<file path="src/rtl/bs_pkg.sv">
// -----------------------------------------------------------------------------
// bs_pkg
//   Definitions shared by the program sequencer and the bit-serial decoder.
//   - opcode_t    : 3-bit opcode encoding. ADD decodes as 10?, so both codes
//                   are named to keep every 3-bit value a legal enum member.
//   - is_ctrl_op  : 1 for the control opcodes (NOP, STALL, WAIT). On these
//                   the decoder clears its bit count when it advances.
//   - BIT_LAST    : last bit index of a serial operation.
// -----------------------------------------------------------------------------
package bs_pkg;

    typedef enum logic [2:0] {
        OP_NOP     = 3'b000,
        OP_STALL   = 3'b001,
        OP_MUL_YD  = 3'b010,
        OP_MUL_X1D = 3'b011,
        OP_ADD     = 3'b100,
        OP_ADD_ALT = 3'b101,
        OP_WAIT    = 3'b110,
        OP_LDX     = 3'b111
    } opcode_t;

    localparam logic [2:0] BIT_LAST = 3'd7;

    // Control ops do not run the full 8-bit serial sequence, so the bit
    // counter has to be reloaded when the program leaves one of them.
    function automatic logic is_ctrl_op(input opcode_t op);
        logic ctrl;
        case (op)
            OP_NOP, OP_STALL, OP_WAIT: ctrl = 1'b1;
            default:                   ctrl = 1'b0;
        endcase
        return ctrl;
    endfunction

endpackage : bs_pkg

</file>
<file path="src/rtl/start_debounce.sv">
// -----------------------------------------------------------------------------
// start_debounce
//   Brings the raw start switch into the i_clk domain with a two-flop
//   synchroniser, then debounces it: o_clean only follows the synchronised
//   level after it has differed from o_clean for DEB_CYC consecutive cycles.
//   Input-to-output latency is 2 + DEB_CYC cycles; any excursion shorter than
//   DEB_CYC cycles is filtered out completely.
//
// Ports
//   i_clk    in  1  system clock
//   i_rst_n  in  1  asynchronous active-low reset
//   i_raw    in  1  raw switch, asynchronous to i_clk
//   o_clean  out 1  synchronised, debounced level (registered)
// -----------------------------------------------------------------------------
module start_debounce #(
    parameter int DEB_CYC = 4
) (
    input  logic i_clk,
    input  logic i_rst_n,
    input  logic i_raw,
    output logic o_clean
);

    // Counter only has to reach DEB_CYC-1; keep at least one bit for DEB_CYC=1.
    localparam int              CNT_W    = (DEB_CYC > 1) ? $clog2(DEB_CYC) : 1;
    localparam logic [CNT_W-1:0] CNT_LAST = CNT_W'(DEB_CYC - 1);

    logic             meta_q;
    logic             sync_q;
    logic             clean_q, clean_d;
    logic [CNT_W-1:0] cnt_q, cnt_d;

    // The counter measures how long the synchronised level has disagreed with
    // the current output. Agreement clears it, so a glitch restarts the count.
    // Reaching CNT_LAST while still disagreeing means DEB_CYC stable cycles:
    // flip the output and clear the count in the same edge.
    always_comb begin
        clean_d = clean_q;
        cnt_d   = '0;
        if (sync_q != clean_q) begin
            if (cnt_q == CNT_LAST) begin
                clean_d = ~clean_q;
                cnt_d   = '0;
            end else begin
                cnt_d = cnt_q + 1'b1;
            end
        end
    end

    always_ff @(posedge i_clk or negedge i_rst_n) begin
        if (!i_rst_n) begin
            meta_q  <= 1'b0;
            sync_q  <= 1'b0;
            clean_q <= 1'b0;
            cnt_q   <= '0;
        end else begin
            meta_q  <= i_raw;
            sync_q  <= meta_q;
            clean_q <= clean_d;
            cnt_q   <= cnt_d;
        end
    end

    assign o_clean = clean_q;

endmodule : start_debounce

</file>
<file path="src/rtl/instr_sequencer.sv">
// -----------------------------------------------------------------------------
// instr_sequencer
//   Program sequencer sitting directly in front of the bit-serial decoder.
//   Holds the program counter and a parameterised ROM of 3-bit opcodes,
//   presents the current opcode, and supplies the decoder's next bit index.
//   Advancing to the next word takes effect on the strobe edge itself, so the
//   decoder sees the new opcode in the very next cycle (no bubble).
//
// Parameters
//   PROG_LEN   number of program words (>= 2)
//   LOOP_ADDR  PC loaded after the last word executes
//   DEB_CYC    stable cycles needed to change o_start (>= 1)
//   PROGRAM    packed ROM image, word k at bits [3k+2:3k]
//   PC_W       derived program counter width
//
// Ports
//   i_clk         in   1     system clock, rising edge
//   i_rst_n       in   1     asynchronous active-low reset (release is
//                            expected to be synchronous to i_clk upstream)
//   i_start_raw   in   1     raw start switch, asynchronous
//   i_pcincr      in   1     decoder strobe: current instruction completes
//   i_hold        in   1     single-step freeze
//   o_instr       out  3     opcode presented to the decoder (registered)
//   o_start       out  1     synchronised + debounced start
//   o_data_count  out  3     next bit index for the decoder's count register
//   o_pc          out  PC_W  address of the word on o_instr
//   o_wrap        out  1     one-cycle pulse after PC reloads LOOP_ADDR
//
// Strobe / hold protocol
//   An advance happens on a rising edge where i_pcincr=1 and i_hold=0. While
//   i_hold=1 the PC, opcode and bit count are frozen and i_pcincr is dropped
//   (not queued); the decoder is responsible for re-asserting it after the
//   hold is released. The start path is never held.
// -----------------------------------------------------------------------------
module instr_sequencer
    import bs_pkg::*;
#(
    parameter int                    PROG_LEN  = 16,
    parameter int                    LOOP_ADDR = 0,
    parameter int                    DEB_CYC   = 4,
    parameter logic [3*PROG_LEN-1:0] PROGRAM   = {PROG_LEN{3'b001}},
    localparam int                   PC_W      = $clog2(PROG_LEN)
) (
    input  logic            i_clk,
    input  logic            i_rst_n,
    input  logic            i_start_raw,
    input  logic            i_pcincr,
    input  logic            i_hold,
    output logic [2:0]      o_instr,
    output logic            o_start,
    output logic [2:0]      o_data_count,
    output logic [PC_W-1:0] o_pc,
    output logic            o_wrap
);

    localparam logic [PC_W-1:0] PC_LAST = PC_W'(PROG_LEN - 1);
    localparam logic [PC_W-1:0] PC_LOOP = PC_W'(LOOP_ADDR);

    // -------------------------------------------------------------------------
    // Program ROM, unpacked from the parameter image. Only indices below
    // PROG_LEN are ever addressed because the PC wraps at PC_LAST.
    // -------------------------------------------------------------------------
    opcode_t rom [PROG_LEN];

    for (genvar k = 0; k < PROG_LEN; k++) begin : g_rom
        assign rom[k] = opcode_t'(PROGRAM[3*k +: 3]);
    end

    // -------------------------------------------------------------------------
    // State
    // -------------------------------------------------------------------------
    logic [PC_W-1:0] pc_q, pc_d;
    opcode_t         instr_q, instr_d;
    logic [2:0]      cnt_q, cnt_d;
    logic            wrap_q, wrap_d;

    logic [PC_W-1:0] pc_next;
    logic            at_last;
    logic            advance;

    assign at_last = (pc_q == PC_LAST);
    assign pc_next = at_last ? PC_LOOP : pc_q + 1'b1;
    assign advance = i_pcincr & ~i_hold;

    // -------------------------------------------------------------------------
    // Next-state logic
    //   The opcode register is loaded from the ROM at pc_next on the advance
    //   edge, which is what removes the bubble between instructions.
    //   The bit counter free-runs modulo 8. Serial ops advance at count 7 so
    //   the natural wrap already gives 0; control ops advance at arbitrary
    //   counts while the decoder clears its own count, so the counter is
    //   reloaded to 1 to stay one step ahead of the decoder.
    // -------------------------------------------------------------------------
    always_comb begin
        pc_d    = pc_q;
        instr_d = instr_q;
        cnt_d   = cnt_q;
        wrap_d  = 1'b0;

        if (!i_hold) begin
            cnt_d = (cnt_q == BIT_LAST) ? 3'd0 : cnt_q + 3'd1;

            if (advance) begin
                pc_d    = pc_next;
                instr_d = rom[pc_next];
                wrap_d  = at_last;
                if (is_ctrl_op(instr_q)) begin
                    cnt_d = 3'd1;
                end
            end
        end
    end

    always_ff @(posedge i_clk or negedge i_rst_n) begin
        if (!i_rst_n) begin
            pc_q    <= '0;
            instr_q <= rom[0];
            cnt_q   <= 3'd1;
            wrap_q  <= 1'b0;
        end else begin
            pc_q    <= pc_d;
            instr_q <= instr_d;
            cnt_q   <= cnt_d;
            wrap_q  <= wrap_d;
        end
    end

    // -------------------------------------------------------------------------
    // Start switch conditioning
    // -------------------------------------------------------------------------
    start_debounce #(
        .DEB_CYC (DEB_CYC)
    ) u_start_debounce (
        .i_clk   (i_clk),
        .i_rst_n (i_rst_n),
        .i_raw   (i_start_raw),
        .o_clean (o_start)
    );

    // -------------------------------------------------------------------------
    // Outputs (all registered)
    // -------------------------------------------------------------------------
    assign o_pc         = pc_q;
    assign o_instr      = instr_q;
    assign o_data_count = cnt_q;
    assign o_wrap       = wrap_q;

endmodule : instr_sequencer

</file>
<file path="config.mk">
export PLATFORM = sky130hd
export DESIGN_NAME = instr_sequencer
export DESIGN_NICKNAME = d
export VERILOG_FILES = /design/src/rtl/bs_pkg.sv /design/src/rtl/start_debounce.sv /design/src/rtl/instr_sequencer.sv
export SDC_FILE = /design/constraint.sdc
export NUM_CORES = 1
export LEC_CHECK = 0
export CAP_MARGIN = 20
export CORE_ASPECT_RATIO = 0.7
export CORE_MARGIN = 2
export CORE_UTILIZATION = 30
export DETAILED_ROUTE_END_ITERATION = 8
export DONT_BUFFER_PORTS = 1
export GPL_TIMING_DRIVEN = 0
export SLEW_MARGIN = 20
export SYNTH_ARGS = -nofsm -noshare
export SYNTH_HDL_FRONTEND = slang
export SYNTH_SLANG_ARGS = --single-unit
</file>
<file path="constraint.sdc">
create_clock -name i_clk -period 1.8 [get_ports i_clk]
set_input_delay 0.36 -clock i_clk [delete_from_list [all_inputs] [get_ports i_clk]]
set_output_delay 0.36 -clock i_clk [all_outputs]
set_load 0.01 [all_outputs]
</file>
==> results of run 1 <==
==> registers in the layout, summed over array words and instances (netlist names) <==
register / flops
u_start_debounce.o_clean: 1
o_pc: 4
u_start_debounce.cnt_q: 2
u_start_debounce.meta_q: 1
u_start_debounce.sync_q: 1
o_data_count: 3
o_wrap: 1
==> power groups by stage <==
stage          registers (mW)  clock network [mW]  logic (mW)
4_1_cts                 0.488               0.186       0.180
3_3_place_gp            0.492                   0       0.165
3_5_place_dp            0.492                   0       0.175
2_1_floorplan           0.472                   0       0.151
6_report                0.485               0.175       0.177
5_1_grt                 0.503               0.196       0.206
==> cells by family after synthesis <==
group	synth area share (%)
buf+inv	6.30
compound gates	7.56
mux	4.41
flops	54.8
fa+ha+maj	8.40
simple gates	14.3
other cells	1.26
xor+xnor	2.94
==> worst register-to-register path, delay by kind of cell (launching register included) <==
family	cells	cell delay, ns
fa+ha+maj	1	0.24
compound gates	1	0.15
flops	1	0.48
simple gates	2	0.24
==> per-stage QoR <==
step           hold WS, ns  instance area [µm²]
2_1_floorplan       0.0644                  599
3_3_place_gp        0.0648                  627
3_5_place_dp        0.0647                  627
4_1_cts             0.0953                  664
5_1_grt             0.0819                  664
6_report             0.110                  664
==> cell type report <==
class	count	area (µm²)
buffer	4	33.8
clock buffer	3	22.5
clock inverter	1	5.00
fill	188	1210
inverter	1	3.75
multi-input combinational	32	235
sequential	13	327
tap	22	27.5
timing repair buffer	1	10.0
==> worst paths after layout <==
path,from,end,depth (start not counted)
worst min register to register,u_start_debounce.meta_q$_DFF_PN0_,u_start_debounce.sync_q$_DFF_PN0_,0
worst max register to register,o_pc[0]$_DFFE_PN0P_,o_pc[0]$_DFFE_PN0P_,4
worst min-delay path,i_start_raw,u_start_debounce.meta_q$_DFF_PN0_,0
min in group asynchronous,i_rst_n,u_start_debounce.meta_q$_DFF_PN0_,1
max in group asynchronous,i_rst_n,u_start_debounce.cnt_q[1]$_DFF_PN0_,1
worst max-delay path,o_data_count[0]$_DFFE_PN1N_,o_data_count[0],0
==> synthesized netlist by cell type <==
| cell | count | share of area [%] |
|---|---|---|
| a21o_1 | 1 | 1.3 |
| a21oi_1 | 2 | 1.7 |
| a22o_2 | 1 | 1.7 |
| and2_1 | 1 | 1.1 |
| buf_4 | 3 | 3.8 |
| buf_6 | 1 | 1.9 |
| conb_1 | 2 | 1.3 |
| dfrtp_1 | 12 | 50 |
| dfstp_2 | 1 | 4.4 |
| ha_1 | 4 | 8.4 |
| inv_1 | 1 | 0.63 |
| mux2_2 | 1 | 1.9 |
| mux2_4 | 1 | 2.5 |
| nand2_1 | 2 | 1.3 |
| nand2b_1 | 1 | 1.1 |
| nand2b_4 | 1 | 2.3 |
| nand3_1 | 1 | 0.84 |
| nand3b_1 | 2 | 2.5 |
| nor2_1 | 3 | 1.9 |
| nor3_1 | 1 | 0.84 |
| nor3b_1 | 2 | 2.5 |
| o21ai_0 | 2 | 1.7 |
| o31ai_1 | 1 | 1.3 |
| xnor2_1 | 1 | 1.5 |
| xor2_1 | 1 | 1.5 |
==> routing by layer <==
| metal | wire [µm] | vias up | track usage (%) |
|---|---|---|---|
| met2 | 347 | 15 | 11.2 |
| met5 | 0 | - | 0 |
| met3 | 109 | 0 | 5.99 |
| met1 | 405 | 150 | 10.2 |
| met4 | 0 | 0 | 1.74 |
| li1 | - | 171 | - |
==> repair_timing <==
item,in CTS,in global routing
hold buffers,1,0
endpoints found under the hold margin,13,0
setup endpoints to repair,0,0
==> flow_summary.yaml, run 1 <==
status:
  outcome: "complete, no violations"
clocking:
  cts_buffers: 3
  post_cts_buffers: 0
  insertion_delay_ns: 0.27
  ctsResizeCount: 0
  cts_tree: "built"
  cts.sink_count: 13
  root_buffer: "clkbuf_4"
  ctsHtreeMaxLevel: 1
  clockBufferDepth: 2
  path_clk_slew_ns: 0.08
placed_design:
  gp_congestion: 0.665
  port_buffers: 0
  placedCellCount: 72
  place_ws_ns: 0.576
floorplanning:
  rows: 13
  ios: 17
  die_y_um: 41.3
  coreArea_um2: 1870
  dieArea_um2: 2360
  die_w_um: 57.3
  initial_core_util_pct: 31.8
worst_setup_path:
  worst-path-max-fanout: 4
  cp.arrival_ns: 0.86
  path_class: "flop to output port"
  r2r_setup_slack_ns: 0.58
  critPathRequiredTime_ns: 1.44
  end_kind: "output port"
  crit_path_start_kind: "flop"
layout:
  finalNonFillerCells: 77
  area_growth_pct: 11.6
  final_core_util_pct: 35.5
  layout_common_cells: "dfrtp_1, ha_1"
  fin_nets: 65
  drive_gt1_share_pct: 23.6
  insertedDiodeCount: 0
  mostFrequentLayoutCell: "dfrtp_1"
drt:
  vias: 336
  drt_iter0_markers: 7
  wl_per_cell_um: 11.2
  route.detailed.drc: 0
  wirelength_um: 862
  routed_via_density: 4.36
  drtAntennaViolNets: 0
  dr.pass1.iters: 2
pwr:
  swShare_pct: 32.6
  p_clk_share_pct: 20.9
  power.switching_mw: 0.273
  total_power_mw: 0.837
  pwr_density_cell_nw_per_um2: 1260
  pwr-share-seq_pct: 57.9
  ir_drop_mv: 0.635
  internal_power_mw: 0.564
  p_leak_nw: 0.322
  comb_power_share_pct: 21.1
timing:
  slew_headroom_pct: 61.1
  fin_crit_ns: 1.22
  timing.setup.tns_ns: 0
  timing_max_transition_violations_final: 0
  period_share_pct: 67.9
  worst_pin_slew_ns: 0.581
  rsz0062_at_grt: "no"
  setup_viol: 0
  fin_skew_ns: 0.00168
  timing_hold_violations_final: 0
  worst_slack_ns: 0.579
  fmax_mhz: 819
yosys:
  avgSynthCellArea_um2: 12.2
  ys_types: 25
  ys_ff_latch: 13
  syn-cell-area_um2: 596
  synthesis.instances: 49
  yosys_warnings: 0
  ys_seq_area_share_pct: 54.8
hold_path:
  hold_class: "input port to flop"
global_routing:
  antenna_found_initial: 0
  overflow: 0
  grt_pass1_wl_mm: 1.35
  grtUsageTotal_pct: 8.18
  grt_pass1_vias: 297
  grt_max_degree: 14
job:
  drv_cap: 0
No activity file was read; power rests on OpenSTA's default activity.
==> run 2, diff against run 1 <==
- clock period: 1.8 -> 1.3 ns (I/O delays scaled with it)
==> flow_summary.yaml, run 2 (synthesized netlist as in run 1, its figures left out) <==
timing:
  setup_viol: 0
  fin_crit_ns: 1.22
  worst_pin_slew_ns: 0.581
  timing_hold_violations_final: 0
  fmax_mhz: 822
  fin_skew_ns: 0.00166
  timing.setup.tns_ns: 0
  slew_headroom_pct: 61.1
  rsz0062_at_grt: "no"
  period_share_pct: 93.5
  timing_max_transition_violations_final: 0
pwr:
  p_leak_nw: 0.328
  swShare_pct: 32.6
  ir_drop_mv: 0.880
  power.switching_mw: 0.379
  comb_power_share_pct: 21.4
  pwr_density_cell_nw_per_um2: 1710
  pwr-share-seq_pct: 57.7
  p_clk_share_pct: 20.9
  internal_power_mw: 0.783
worst_setup_path:
  critPathRequiredTime_ns: 1.47
  cp.arrival_ns: 1.38
  critPathMaxStageDelay_ns: 0.48
  crit_chain: "ha_1 -> nand3_1 -> nor3b_1 -> a21o_1"
  end_kind: "flop"
  crit_path_start_kind: "flop"
  path_class: "flop to flop"
  slowest_stage: "dfrtp_1"
  worst-path-max-fanout: 6
drt:
  wl_per_cell_um: 11.0
  wirelength_um: 860
  routed_via_density: 4.33
  drtAntennaViolNets: 0
  route.detailed.drc: 0
  dr.pass1.iters: 3
  drt_iter0_markers: 6
  vias: 338
job:
  drv_cap: 0
global_routing:
  antenna_found_initial: 0
  grtUsageTotal_pct: 8.18
  overflow: 0
  grt_pass1_wl_mm: 1.35
  grt_max_degree: 14
  grt_pass1_vias: 297
clocking:
  post_cts_buffers: 0
  path_clk_slew_ns: 0.08
  cts_tree: "built"
  cts.sink_count: 13
  clockBufferDepth: 2
  insertion_delay_ns: 0.27
  root_buffer: "clkbuf_4"
  cts_buffers: 3
  ctsHtreeMaxLevel: 1
layout:
  layout_common_cells: "dfrtp_1, ha_1"
  mostFrequentLayoutCell: "dfrtp_1"
  largest_reg_flops: 4
  insertedDiodeCount: 0
  final_core_util_pct: 36.3
  drive_gt1_share_pct: 25.0
  nFillCells: 187
  area_growth_pct: 14.1
  fin_nets: 66
status:
  outcome: "complete, no violations"
placed_design:
  port_buffers: 0
  gp_congestion: 0.665
floorplanning:
  die_y_um: 41.3
  die_w_um: 57.3
  ios: 17
  coreArea_um2: 1870
  initial_core_util_pct: 31.8
  dieArea_um2: 2360
  rows: 13
hold_path:
  hold_class: "input port to flop"
[run 2: worst paths after layout]
check,start,cells past startpoint,slack (ns),end
setup / recovery,o_pc[0]$_DFFE_PN0P_,4,0.08,o_pc[0]$_DFFE_PN0P_
hold / removal,i_pcincr,1,0.09,o_data_count[2]$_DFFE_PN0N_
setup reg to reg,o_pc[0]$_DFFE_PN0P_,4,0.08,o_pc[0]$_DFFE_PN0P_
hold reg to reg,u_start_debounce.meta_q$_DFF_PN0_,0,0.35,u_start_debounce.sync_q$_DFF_PN0_
max in group asynchronous,i_rst_n,1,0.50,u_start_debounce.cnt_q[1]$_DFF_PN0_
min in group asynchronous,i_rst_n,1,0.42,u_start_debounce.meta_q$_DFF_PN0_
[run 2: area by class of cell]
type / instances / area, µm² / share of cell area, %
Sequential cell: 13 / 327 / 48.1
Multi-Input combinational cell: 32 / 240 / 35.4
Buffer: 4 / 33.8 / 4.97
Tap cell: 22 / 27.5 / 4.05
Clock buffer: 3 / 22.5 / 3.31
Timing Repair Buffer: 2 / 20.0 / 2.95
Clock inverter: 1 / 5.00 / 0.737
Inverter: 1 / 3.75 / 0.552
[run 2: what timing repair did]
action / 4_1_cts / 5_1_grt
hold endpoints to repair: 14 / 0
resized for setup: 0 / 1
endpoints found under the setup margin: 0 / 1
hold buffers: 2 / 0
[run 2: power by group through the flow]
stage / Sequential, mW / Combinational, mW / Clock (mW)
4_1_cts: 0.675 / 0.252 / 0.257
6_report: 0.671 / 0.248 / 0.243
3_5_place_dp: 0.681 / 0.242 / 0
2_1_floorplan: 0.653 / 0.209 / 0
5_1_grt: 0.696 / 0.289 / 0.271
3_3_place_gp: 0.682 / 0.228 / 0
[run 2: through the flow]
stage               total power [mW]  std cells  instance area (µm²)  hold slack, ns  worst slack, ns
floorplan                      0.862         50                  599         -0.0356            0.146
global placement               0.910         72                  627         -0.0352           0.0878
detailed placement             0.923         72                  627         -0.0353           0.0760
CTS                             1.18         78                  674          0.0785           0.0640
global route                    1.26         78                  679           0.102          0.00944
finish                          1.16         78                  679          0.0872           0.0841
[run 2: layer usage]
| metal | part of all wire (%) | wire, µm | track usage [%] |
|---|---|---|---|
| met3 | 13 | 108 | 5.99 |
| met5 | 0 | 0 | 0 |
| met2 | 41 | 352 | 11.2 |
| met1 | 46 | 399 | 10.2 |
| met4 | 0 | 0 | 1.74 |
[run 2: worst max-delay path, delay by kind of cell, from the launching register on]
kind                       cells  cell delay, ns
adders and majority gates      1            0.24
and+or+nand+nor                2            0.24
DFF                            1            0.48
AOI/OAI and AO/OA              1            0.15
==> run 3, diff against run 2 <==
- REMOVE_ABC_BUFFERS: unset -> 1
==> flow_summary.yaml, run 3 (synthesized netlist as in run 1, its figures left out) <==
status:
  outcome: "complete, no violations"
timing:
  fin_skew_ns: 0.00364
  period_share_pct: 94.0
  rsz0062_at_grt: "no"
  timing.setup.tns_ns: 0
  timing_max_transition_violations_final: 0
  hold_ws_ns: 0.0326
  setup_viol: 0
  fmax_mhz: 819
  slew_headroom_pct: 61.0
  fin_crit_ns: 1.22
  timing_hold_violations_final: 0
  worst_pin_slew_ns: 0.584
drt:
  wl_per_cell_um: 13.0
  drt_iter0_markers: 2
  vias: 349
  wirelength_um: 960
  drtAntennaViolNets: 0
  routed_via_density: 4.72
  dr.pass1.iters: 2
  route.detailed.drc: 0
worst_setup_path:
  worst-path-max-fanout: 4
  path_class: "flop to flop"
  reg2reg_from: "o_data_count[0]$_DFFE_PN1N_"
  reg2reg_to: "o_data_count[2]$_DFFE_PN0N_"
  r2r_setup_slack_ns: 0.08
  critPathRequiredTime_ns: 1.46
  end_kind: "flop"
  crit_path_start_kind: "flop"
  cp.arrival_ns: 1.38
  r2r_cells: 4
  cp-endpoint: "o_data_count[2]$_DFFE_PN0N_"
  cp-startpoint: "o_data_count[0]$_DFFE_PN1N_"
hold_path:
  hold_class: "input port to flop"
layout:
  seq_area_um2: 329
  drive_gt1_share_pct: 21.2
  layout_common_cells: "dfrtp_1, nor2_1, ha_1, conb_1, clkbuf_4"
  largest_reg_flops: 4
  nFillCells: 204
  area_growth_pct: 9.87
  mostFrequentLayoutCell: "dfrtp_1"
  multiInputGateArea_um2: 248
  fin_nets: 62
  finalNonFillerCells: 74
  insertedDiodeCount: 0
floorplanning:
  die_w_um: 57.3
  die_y_um: 41.3
  rows: 13
  dieArea_um2: 2360
  initial_core_util_pct: 31.8
  coreArea_um2: 1870
  ios: 17
clocking:
  cts_tree: "built"
  cts_buffers: 3
  path_clk_slew_ns: 0.08
  ctsHtreeMaxLevel: 1
  clockBufferDepth: 2
  cts.sink_count: 13
  post_cts_buffers: 0
  root_buffer: "clkbuf_4"
  insertion_delay_ns: 0.27
global_routing:
  grt_pass1_wl_mm: 1.57
  grt_max_degree: 14
  grt_pass1_vias: 355
  antenna_found_initial: 0
  overflow: 0
  grtUsageTotal_pct: 9.76
pwr:
  p_leak_nw: 0.301
  total_power_mw: 1.16
  ir_drop_mv: 0.719
  pwr_density_cell_nw_per_um2: 1780
placed_design:
  port_buffers: 0
  placedCellCount: 68
  place_hpwl_um: 725
  gp_congestion: 0.701
job:
  drv_cap: 0
run 3: stage by stage:
| step | setup WS [ns] | instance area [µm²] | util, % |
|---|---|---|---|
| final | 0.0786 | 654 | 35.0 |
| after global routing | 0.00529 | 654 | 35.0 |
| after CTS | 0.0134 | 629 | 33.6 |
| after detailed placement | 0.0319 | 593 | 31.7 |
| after global placement | 0.0722 | 593 | 31.7 |
| after floorplan | 0.146 | 566 | - |
run 3: critical path: stages, from the launching register on:
cell and delay (ns):
dfstp_2 0.62, ha_4 0.15, ha_1 0.21, nand2b_1 0.07, o21ai_0 0.06
run 3: how the worst min path moves through the flow:
stage | cells after the start | startpoint | to
finish | 1 | i_hold | o_data_count[0]$_DFFE_PN1N_
global route | 1 | i_hold | o_data_count[0]$_DFFE_PN1N_
CTS | 0 | i_start_raw | u_start_debounce.meta_q$_DFF_PN0_
detailed placement | 0 | i_rst_n | o_data_count[1]$_DFFE_PN0N_
global placement | 0 | i_rst_n | u_start_debounce.cnt_q[0]$_DFF_PN0_
floorplan | 0 | i_rst_n | o_data_count[1]$_DFFE_PN0N_
run 3: routing by layer:
layer,routed length (µm),part of all wire [%],vias to the layer above,track usage [%]
li1,-,-,165,-
met1,426,44,169,11.6
met2,423,44,15,14.7
met3,110,11,0,7.89
met4,0,0,0,0
met5,0,0,-,0
run 3: what timing repair did:
item | in CTS | in global routing
hold buffers | 1 | 1
endpoints found under the setup margin | 0 | 3
endpoints found under the hold margin | 13 | 1
resized for setup | 0 | 4
run 3: final cells by class:
class | instances | share of cell area [%]
clock buffer | 4 | 4.02
multi-input combinational | 32 | 37.9
tap | 22 | 4.21
timing repair buffer | 2 | 3.06
sequential | 13 | 50.3
inverter | 1 | 0.574
run 3: power by group:
| part | switching [mW] | internal (mW) |
|---|---|---|
| clock | 0.121 | 0.119 |
| sequential | 0.159 | 0.523 |
| combinational | 0.0958 | 0.146 |
